`src/rtl/lap_pkg.sv`:
```
// Shared definitions for the lap playback block: playback state encoding,
// fixed segment patterns and the BCD-to-seven-segment lookup.
// Segment vectors are active-high, bit order gfedcba.
package lap_pkg;

  typedef enum logic [1:0] {
    IDLE,
    SHOW,
    EMPTY
  } state_t;

  localparam logic [6:0] SEG_BLANK = 7'h00;
  localparam logic [6:0] SEG_DASH  = 7'h40;

  // Decimal digits map to their usual glyphs; any non-decimal code shows a dash.
  function automatic logic [6:0] bcd_seg(input logic [3:0] digit);
    logic [6:0] seg;
    case (digit)
      4'd0:    seg = 7'h3F;
      4'd1:    seg = 7'h06;
      4'd2:    seg = 7'h5B;
      4'd3:    seg = 7'h4F;
      4'd4:    seg = 7'h66;
      4'd5:    seg = 7'h6D;
      4'd6:    seg = 7'h7D;
      4'd7:    seg = 7'h07;
      4'd8:    seg = 7'h7F;
      4'd9:    seg = 7'h6F;
      default: seg = SEG_DASH;
    endcase
    return seg;
  endfunction

endpackage

```
`src/rtl/lap_playback_bcd_to_seg.sv`:
```
// Combinational BCD digit to seven-segment decoder.
//   digit : 4-bit BCD code (10..15 render as a dash)
//   seg   : segments, active-high, gfedcba
module bcd_to_seg
  import lap_pkg::*;
(
  input  logic [3:0] digit,
  output logic [6:0] seg
);

  always_comb begin
    seg = bcd_seg(digit);
  end

endmodule

```
`src/rtl/lap_playback.sv`:
```
// Lap time circular buffer with read-strobe playback on four 7-segment digits.
//   clk, nrst        : clock, asynchronous active-low reset
//   write, lap_time  : store a 4-digit BCD lap (overwrites oldest when full)
//   read             : show next stored lap, oldest first
//   clear            : empty the buffer and end playback (highest priority)
//   secpulse         : 1 Hz tick driving the playback dwell timeout
//   seg0..seg3       : registered segments for digit0..digit3 (gfedcba)
//   playing          : a lap or the empty indication is on the display
//   lap_index        : logical index of the shown lap, 0 = oldest
//   count, full      : number of stored laps, count == DEPTH
module lap_playback
  import lap_pkg::*;
#(
  parameter int unsigned DEPTH     = 8,
  parameter int unsigned DWELL_SEC = 5
) (
  input  logic                     clk,
  input  logic                     nrst,
  input  logic                     write,
  input  logic [15:0]              lap_time,
  input  logic                     read,
  input  logic                     clear,
  input  logic                     secpulse,
  output logic [6:0]               seg0,
  output logic [6:0]               seg1,
  output logic [6:0]               seg2,
  output logic [6:0]               seg3,
  output logic                     playing,
  output logic [$clog2(DEPTH)-1:0] lap_index,
  output logic [$clog2(DEPTH):0]   count,
  output logic                     full
);

  localparam int unsigned PW = $clog2(DEPTH);
  localparam int unsigned DW = $clog2(DWELL_SEC + 1);

  typedef logic [PW-1:0] ptr_t;
  typedef logic [PW:0]   cnt_t;
  typedef logic [DW-1:0] dwell_t;

  localparam cnt_t   CNT_FULL   = cnt_t'(DEPTH);
  localparam dwell_t DWELL_LAST = dwell_t'(DWELL_SEC - 1);

  logic [15:0] mem [DEPTH];
  ptr_t        head;
  ptr_t        tail;
  cnt_t        cnt;

  state_t      state;
  state_t      nxt;
  ptr_t        idx;
  ptr_t        sel_idx;
  ptr_t        rd_addr;
  dwell_t      dwell;
  logic        latch;
  logic        dwell_clr;
  logic        dwell_inc;
  logic [15:0] digits;

  logic [6:0]  dec0;
  logic [6:0]  dec1;
  logic [6:0]  dec2;
  logic [6:0]  dec3;

  // ---------------------------------------------------------------------
  // Playback FSM: next state, dwell control and entry selection.
  // Selection uses the pre-write count and tail, so a same-cycle write
  // never shifts what the read picks up.
  // ---------------------------------------------------------------------
  always_comb begin
    nxt       = state;
    latch     = 1'b0;
    sel_idx   = idx;
    dwell_clr = 1'b0;
    dwell_inc = 1'b0;

    if (clear) begin
      nxt       = IDLE;
      dwell_clr = 1'b1;
    end else begin
      unique case (state)
        IDLE: begin
          if (read) begin
            dwell_clr = 1'b1;
            if (cnt != '0) begin
              nxt     = SHOW;
              latch   = 1'b1;
              sel_idx = '0;
            end else begin
              nxt = EMPTY;
            end
          end
        end

        SHOW: begin
          if (read) begin
            dwell_clr = 1'b1;
            latch     = 1'b1;
            sel_idx   = (cnt_t'(idx) + cnt_t'(1) >= cnt) ? '0 : idx + ptr_t'(1);
          end else if (secpulse) begin
            if (dwell == DWELL_LAST) begin
              nxt       = IDLE;
              dwell_clr = 1'b1;
            end else begin
              dwell_inc = 1'b1;
            end
          end
        end

        EMPTY: begin
          if (read) begin
            dwell_clr = 1'b1;
            if (cnt != '0) begin
              nxt     = SHOW;
              latch   = 1'b1;
              sel_idx = '0;
            end
          end else if (secpulse) begin
            if (dwell == DWELL_LAST) begin
              nxt       = IDLE;
              dwell_clr = 1'b1;
            end else begin
              dwell_inc = 1'b1;
            end
          end
        end

        default: begin
          nxt = IDLE;
        end
      endcase
    end
  end

  // Logical index is relative to the oldest entry; pointer width wraps it.
  always_comb begin
    rd_addr = tail + sel_idx;
  end

  always_ff @(posedge clk or negedge nrst) begin
    if (!nrst) begin
      state <= IDLE;
    end else begin
      state <= nxt;
    end
  end

  always_ff @(posedge clk or negedge nrst) begin
    if (!nrst) begin
      dwell  <= '0;
      idx    <= '0;
      digits <= '0;
    end else begin
      if (dwell_clr) begin
        dwell <= '0;
      end else if (dwell_inc) begin
        dwell <= dwell + dwell_t'(1);
      end

      if (clear) begin
        idx <= '0;
      end else if (latch) begin
        idx    <= sel_idx;
        digits <= mem[rd_addr];
      end
    end
  end

  // ---------------------------------------------------------------------
  // Circular buffer: a write when full drags the tail along with the head.
  // ---------------------------------------------------------------------
  always_ff @(posedge clk or negedge nrst) begin
    if (!nrst) begin
      head <= '0;
      tail <= '0;
      cnt  <= '0;
    end else if (clear) begin
      head <= '0;
      tail <= '0;
      cnt  <= '0;
    end else if (write) begin
      head <= head + ptr_t'(1);
      if (cnt == CNT_FULL) begin
        tail <= tail + ptr_t'(1);
      end else begin
        cnt <= cnt + cnt_t'(1);
      end
    end
  end

  always_ff @(posedge clk) begin
    if (write && !clear) begin
      mem[head] <= lap_time;
    end
  end

  // ---------------------------------------------------------------------
  // Display path: decode latched digits, then register all outputs.
  // ---------------------------------------------------------------------
  bcd_to_seg u_dig0 (.digit(digits[3:0]),   .seg(dec0));
  bcd_to_seg u_dig1 (.digit(digits[7:4]),   .seg(dec1));
  bcd_to_seg u_dig2 (.digit(digits[11:8]),  .seg(dec2));
  bcd_to_seg u_dig3 (.digit(digits[15:12]), .seg(dec3));

  always_ff @(posedge clk or negedge nrst) begin
    if (!nrst) begin
      seg0      <= SEG_BLANK;
      seg1      <= SEG_BLANK;
      seg2      <= SEG_BLANK;
      seg3      <= SEG_BLANK;
      playing   <= 1'b0;
      lap_index <= '0;
    end else begin
      unique case (state)
        SHOW: begin
          seg0 <= dec0;
          seg1 <= dec1;
          seg2 <= dec2;
          seg3 <= dec3;
        end
        EMPTY: begin
          seg0 <= SEG_DASH;
          seg1 <= SEG_DASH;
          seg2 <= SEG_DASH;
          seg3 <= SEG_DASH;
        end
        default: begin
          seg0 <= SEG_BLANK;
          seg1 <= SEG_BLANK;
          seg2 <= SEG_BLANK;
          seg3 <= SEG_BLANK;
        end
      endcase
      playing   <= (state != IDLE);
      lap_index <= (state == SHOW) ? idx : '0;
    end
  end

  always_comb begin
    count = cnt;
    full  = (cnt == CNT_FULL);
  end

endmodule

```
`config.mk`:
```
export PLATFORM = sky130hd
export DESIGN_NAME = lap_playback
export DESIGN_NICKNAME = d
export VERILOG_FILES = /design/src/rtl/lap_pkg.sv /design/src/rtl/lap_playback_bcd_to_seg.sv /design/src/rtl/lap_playback.sv
export SDC_FILE = /design/constraint.sdc
export NUM_CORES = 1
export LEC_CHECK = 0
export BUFFER_PORTS_ARGS = -buffer_cell sky130_fd_sc_hd__buf_2
export CAP_MARGIN = 15
export CORE_ASPECT_RATIO = 0.6
export CORE_MARGIN = 2
export CORE_UTILIZATION = 45
export DETAILED_ROUTE_END_ITERATION = 8
export PLACE_DENSITY = 0.67
export SYNTH_ARGS = -nofsm -noshare
export SYNTH_HDL_FRONTEND = slang
export SYNTH_HIERARCHICAL = 1
export SYNTH_SLANG_ARGS = --single-unit
```
`constraint.sdc`:
```
create_clock -name clk -period 4.9 [get_ports clk]
set_input_delay 0 -clock clk [delete_from_list [all_inputs] [get_ports clk]]
set_output_delay 0 -clock clk [all_outputs]
set_load 0.005 [all_outputs]
```
# After elaboration in Yosys (flattened, before gate mapping)
# Memory sizes are Yosys's and may differ from the RTL's. A register that Yosys moved wholly into a read port is not among the register bits.
# Cells that the tools add are included.
[totals]
regBits = 50
ramBits = 128
romBits = 448
output_inout_bits = 37
word_cells = 99
memories = 5
[classes]
add_sub_neg = 7
n_lt_le_gt_ge = 1
eq_ne = 8
mux = 49
bitwise_logic = 1
reduce_logical = 16
[mem_list]
columns = ["memory", "depth", "word_bits", "rd", "rd_ports_with_merged_regs", "write_ports", "line", "text"]
rows = [
  ["mem", 8, 16, 1, 1, 1, "lap_playback.sv:44", "logic [15:0] mem [DEPTH];"],
  ["(no name shown)", 16, 7, 1, 0, 0, "lap_pkg.sv:18", "case (digit)"],
  ["(no name shown)", 16, 7, 1, 0, 0, "lap_pkg.sv:18", ""],
  ["(no name shown)", 16, 7, 1, 0, 0, "lap_pkg.sv:18", ""],
  ["(no name shown)", 16, 7, 1, 0, 0, "lap_pkg.sv:18", ""],
]
[ops]
columns = ["cell", "count"]
rows = [
  ["7-bit case mux with 2 select lines", 4],
  ["3-bit two-way mux", 15],
  ["2-bit two-way mux", 8],
  ["1-bit two-way mux", 15],
  ["3-bit by 1-bit adder with 3-bit output, second input constant", 4],
  ["4-bit two-way mux", 3],
  ["2-bit nonzero test", 5],
  ["3-bit inequality test, second input constant", 2],
  ["2-bit case mux with 3 select lines", 1],
  ["3-bit case mux with 2 select lines", 1],
  ["2-bit AND reduction", 3],
  ["3-bit by 1-bit adder with 4-bit output, second input constant", 1],
  ["4-bit by 1-bit adder with 4-bit output, second input constant", 1],
  ["4-bit equality test, second input constant", 1],
  ["4-bit >= comparator", 1],
  ["4-bit inequality test, second input constant", 1],
  ["1-bit case mux with 2 select lines", 2],
  ["4-bit nonzero test", 1],
  ["2-bit OR reduction", 2],
  ["3-bit adder", 1],
  ["3-bit equality test, second input constant", 1],
  ["3-bit AND reduction", 1],
  ["2-bit by 1-bit equality test with 1-bit output, second input constant", 1],
  ["2-bit equality test, second input constant", 1],
  ["other kinds (5)", 6],
]

# Longest topological paths before layout
[logic_depth]
depth_word = 8
depth_mapped = 14
depth_no_buf = 13

# Modules after synthesis
# The synthesis kept the hierarchy.
[by_module_without_submodules]
columns = ["mod", "instances", "cells_each", "area_each_um2"]
rows = [
  ["lap_playback", 1, 484, 7785.0],
  ["bcd_to_seg", 4, 29, 227.7],
]

# Least setup slack after synthesis
# Ideal clock, no wire load.
[synth_path]
kind = "reg-to-reg"
from = "register idx[0]"
to = "register digits[0] (read register of mem)"
t_arrival_ns = 3.269
setup_slack_ns = 1.490
path_stages_with_launch = 14
n_path_buf = 2
synth_period_minus_slack_ns = 3.410
path_cell_list = "dfrtp_1 ha_1 xor2_1 ha_1 o21ai_0 o211ai_2 nor2_1 a21o_1 ha_1 buf_2 clkbuf_1 mux4_2 o21ai_0 a31oi_1"
[synth_between]
elab_chain_cells = 7
elab_cells_between_ends = 10
cone_classes = "add/sub: 3; order compare: 1; mux: 6"
[synth_rtl]
columns = ["item", "line", "text"]
rows = [
  ["start, declared", "lap_playback.sv:51", "ptr_t idx;"],
  ["start signal, assigned", "lap_playback.sv:163", "idx <= sel_idx;"],
  ["3-bit by 1-bit adder with 4-bit output", "lap_playback.sv:99", "sel_idx = (cnt_t'(idx) + cnt_t'(1) >= cnt) ? '0 : idx + ptr_t'(1);"],
  ["4-bit >= comparator", "lap_playback.sv:99", ""],
  ["3-bit two-way mux", "lap_playback.sv:99", ""],
  ["3-bit two-way mux", "lap_playback.sv:96", "if (read) begin"],
  ["3-bit case mux with 2 select lines", "lap_playback.sv:81", "unique case (state)"],
  ["3-bit two-way mux *", "lap_playback.sv:77", "if (clear) begin"],
  ["3-bit adder *", "lap_playback.sv:137", "rd_addr = tail + sel_idx;"],
  ["end, declared", "lap_playback.sv:58", "logic [15:0] digits;"],
]
# Mark *: on every way between the ends. The rest lies on a longest branch, timed or not.
# A chain may end at the register's enable or synchronous reset.

# Worst setup path in the final report
[layout_path]
from = "register idx[0]"
to = "register digits[4] (read register of mem)"
# Same word-level chain as after synthesis.

==> impl_metrics.env <==
export IMPL_dpl_cell_area_sq_um=9200
export IMPL_top_layer_used="met4"
export IMPL_worst_setup_path_end_kind="register"
export IMPL_path_max_fanout=22
export IMPL_clock_latency_ns=0.44
export IMPL_wl_met3_um=977
export IMPL_slowest_stage="ha_2"
export IMPL_hold_ws_ns=0.0364
export IMPL_final_common_cell="edfxtp_1"
export IMPL_crit_required_ns=5.16
export IMPL_netlist_instances=600
export IMPL_synth_fp_nets=663
export IMPL_die_h_um=112
export IMPL_final_max_slew_violation_count=0
export IMPL_final_cell_mix="edfxtp_1 (128), dfrtp_1 (66), buf_2 (58)"
export IMPL_finalWeightedCongestion=0.796
export IMPL_antenna_found_initial=2
export IMPL_dieWidth_um=183
export IMPL_grt_pass1_vias=4930
export IMPL_ys_warnings_count=6
export IMPL_grt_overflow=0
export IMPL_syn_to_final_growth_pct=14.8
export IMPL_tritoncts="done"
export IMPL_yosysUniqueCellTypes=51
export IMPL_seq_area_frac_synth=0.632
export IMPL_cap_violations=0
export IMPL_wl_met2_mm=7.34
export IMPL_vias_per_cell=5.37
export IMPL_fin_setup_tns_ns=0
export IMPL_h_tree_depth=4
export IMPL_worstPathArrival_ns=4.22
export IMPL_drive_above_1_share=0.234
export IMPL_rsz0062_at_grt="false"
export IMPL_rows=39
export IMPL_port_buffers=58
export IMPL_finalWirelength_mm=17.0
export IMPL_drt_iter0_drc=492
export IMPL_cp_cell_sequence="ha_1 -> xor2_1 -> ha_1 -> o21ai_0 -> o211ai_2 -> nor2_1 -> a21o_1 -> ha_2 -> buf_4 -> mux4_2 -> o21ai_1 -> a31oi_1"
export IMPL_post_dp_hpwl_mm=11.5
export IMPL_die_area_sq_um=20500
export IMPL_clock_root_buffer="clkbuf_16"
export IMPL_cts_buffers=17
export IMPL_power_density_nw_per_um2=450
export IMPL_cp_start_kind="register"
export IMPL_pin_count=59
export IMPL_drt_first_pass_iters=5
export IMPL_relSlewSlack=0.296
export IMPL_ir_worst_vdd_mv=0.251
export IMPL_nets=733
export IMPL_fin_crit_sh=0.809
export IMPL_clkTransAtPathRegs_ns=0.07
export IMPL_cpMostUsedCell="ha_1"
export IMPL_path_class="reg2reg"
export IMPL_post_cts_resized=0
export IMPL_grtUsageTotal=0.178
export IMPL_start_util=0.458
export IMPL_vias=5004
export IMPL_cts_buffer_depth=2
export IMPL_wl_per_cell_um=18.3
export IMPL_period_needed_ns=3.97
export IMPL_remaining_drc_errors=0
export IMPL_synth_cell_area_sq_um=8700
export IMPL_skew_ns=0.0145
export IMPL_grt_max_degree=67
export IMPL_core_sq_um=19000
export IMPL_setup_viol=0
export IMPL_cts_setup_buffers=0
export IMPL_cts_sinks=194
export IMPL_grt_pass1_wl_mm=27.3
export IMPL_fin_util=0.526
export IMPL_postRouteAntennaNets=0
export IMPL_final_area_sq_um=9980
export IMPL_holdCritPathClass="in2reg"
export IMPL_tightest_slew_ns=1.05
export IMPL_cellLeakagePower_nw=3.94
export IMPL_syn_area_per_cell_sq_um=14.5
export IMPL_critical_path_max_stage_delay_ns=0.84
export IMPL_status="complete, no violations"
export IMPL_fmax_mhz=252
export IMPL_hold_violations=0
export IMPL_ys_ff_latch=194
export IMPL_met1_length_mm=8.48
-- synth_stat cells (all sizes together) --
library cell	number	share of area
nand2b	7	0.0050
o2111ai	1	0.0010
o21ai	34	0.020
xor2	6	0.0060
a211oi	2	0.0017
a21o	10	0.0086
nand3	20	0.012
o21a	1	0.00086
nor3b	1	0.0014
nand3b	2	0.0017
buf	17	0.017
o31a	4	0.0040
or3b	1	0.0010
xnor2	6	0.0060
a21oi	10	0.0071
or2	5	0.0047
dfrtp	66	0.19
and3	3	0.0022
mux2i	3	0.0035
inv	32	0.014
and2	27	0.019
nor3	8	0.0046
a22oi	4	0.0058
o211a	1	0.0012
a31oi	18	0.013
o211ai	2	0.0023
nor2	42	0.018
clkbuf	15	0.0065
nor2b	12	0.0086
fa	1	0.0023
or3	1	0.0013
ha	40	0.058
nand4	2	0.0014
edfxtp	128	0.44
nor4	2	0.0032
o22ai	12	0.0086
nand2	17	0.0073
mux2	4	0.0052
o41ai	1	0.0010
mux4	32	0.083
-- worst max-delay path, delay by kind of cell (launching register included) --
kind	cells	cell delay, ns
DFF	1	0.46
buffers and inverters	1	0.37
and+or+nand+nor	1	0.10
AOI/OAI and AO/OA	5	0.74
xor gates and xnor gates	1	0.16
muxes	1	0.54
adders and majority gates	3	1.41
-- area by class of cell --
| class | count | area (sq um) |
|---|---|---|
| antenna | 2 | 5.00 |
| clock buffer | 17 | 425 |
| clock inverter | 15 | 160 |
| fill | 1509 | 9000 |
| inverter | 32 | 120 |
| multi-input combinational | 342 | 2940 |
| sequential | 194 | 5500 |
| tap | 246 | 308 |
| timing repair buffer | 83 | 526 |
-- through the flow --
step           worst slack, ns  total power [mW]  cells
2_1_floorplan             1.49              2.88    600
3_3_place_gp              1.03              3.08    878
3_5_place_dp             0.910              3.13    878
4_1_cts                  0.872              4.52    929
5_1_grt                  0.565              4.76    931
6_report                 0.934              4.49    931
-- registers in the layout, indices dropped and copies added (netlist names), 2 cells and up --
register   count
seg3           7
state          2
count          4
lap_index      3
seg1           7
seg2           7
head           3
seg0           7
digits        16
idx            3
tail           3
dwell          3
mem          128
-- what timing repair did --
action,in CTS,in global routing
hold buffers,19,0
setup endpoints to repair,0,0
endpoints found under the hold margin,198,0
-- metal layers --
metal | vias up | global-route usage
met5 | - | 0
met3 | 20 | 0.0435
met4 | 0 | 0.0517
met2 | 156 | 0.253
met1 | 2466 | 0.271
li1 | 2362 | -
-- worst paths after layout --
kind	from	to	slack (ns)	cells past startpoint
min in group asynchronous	nrst	seg1[1]	0.27	3
max in group asynchronous	nrst	digits[5]	4.09	3
worst max register to register	idx[0]	digits[4]	0.93	12
worst min-delay path	secpulse	state[1]	0.04	4
worst max-delay path	idx[0]	digits[4]	0.93	12
worst min register to register	idx[1]	idx[1]	0.58	2
-- logic make-up (layout without fill, tap and decap cells) --
logic type,Yosys count,count (layout),synth area share
flip-flops,194,194,0.632
multiplexers,39,39,0.0915
buffers and inverters,64,147,0.0368
other,0,2,0
AO/OA/AOI/OAI,100,100,0.0755
AND/OR/NAND/NOR,150,150,0.0922
adder cells (fa/ha/maj),41,41,0.0599
XOR/XNOR,12,12,0.0121
-- where the power goes --
| part | internal, mW | switching, mW |
|---|---|---|
| Combinational | 0.477 | 0.540 |
| Sequential | 1.91 | 0.193 |
| Clock | 0.726 | 0.645 |
| Total | 3.11 | 1.38 |
Note: power is estimated with default switching activity, not from simulation.
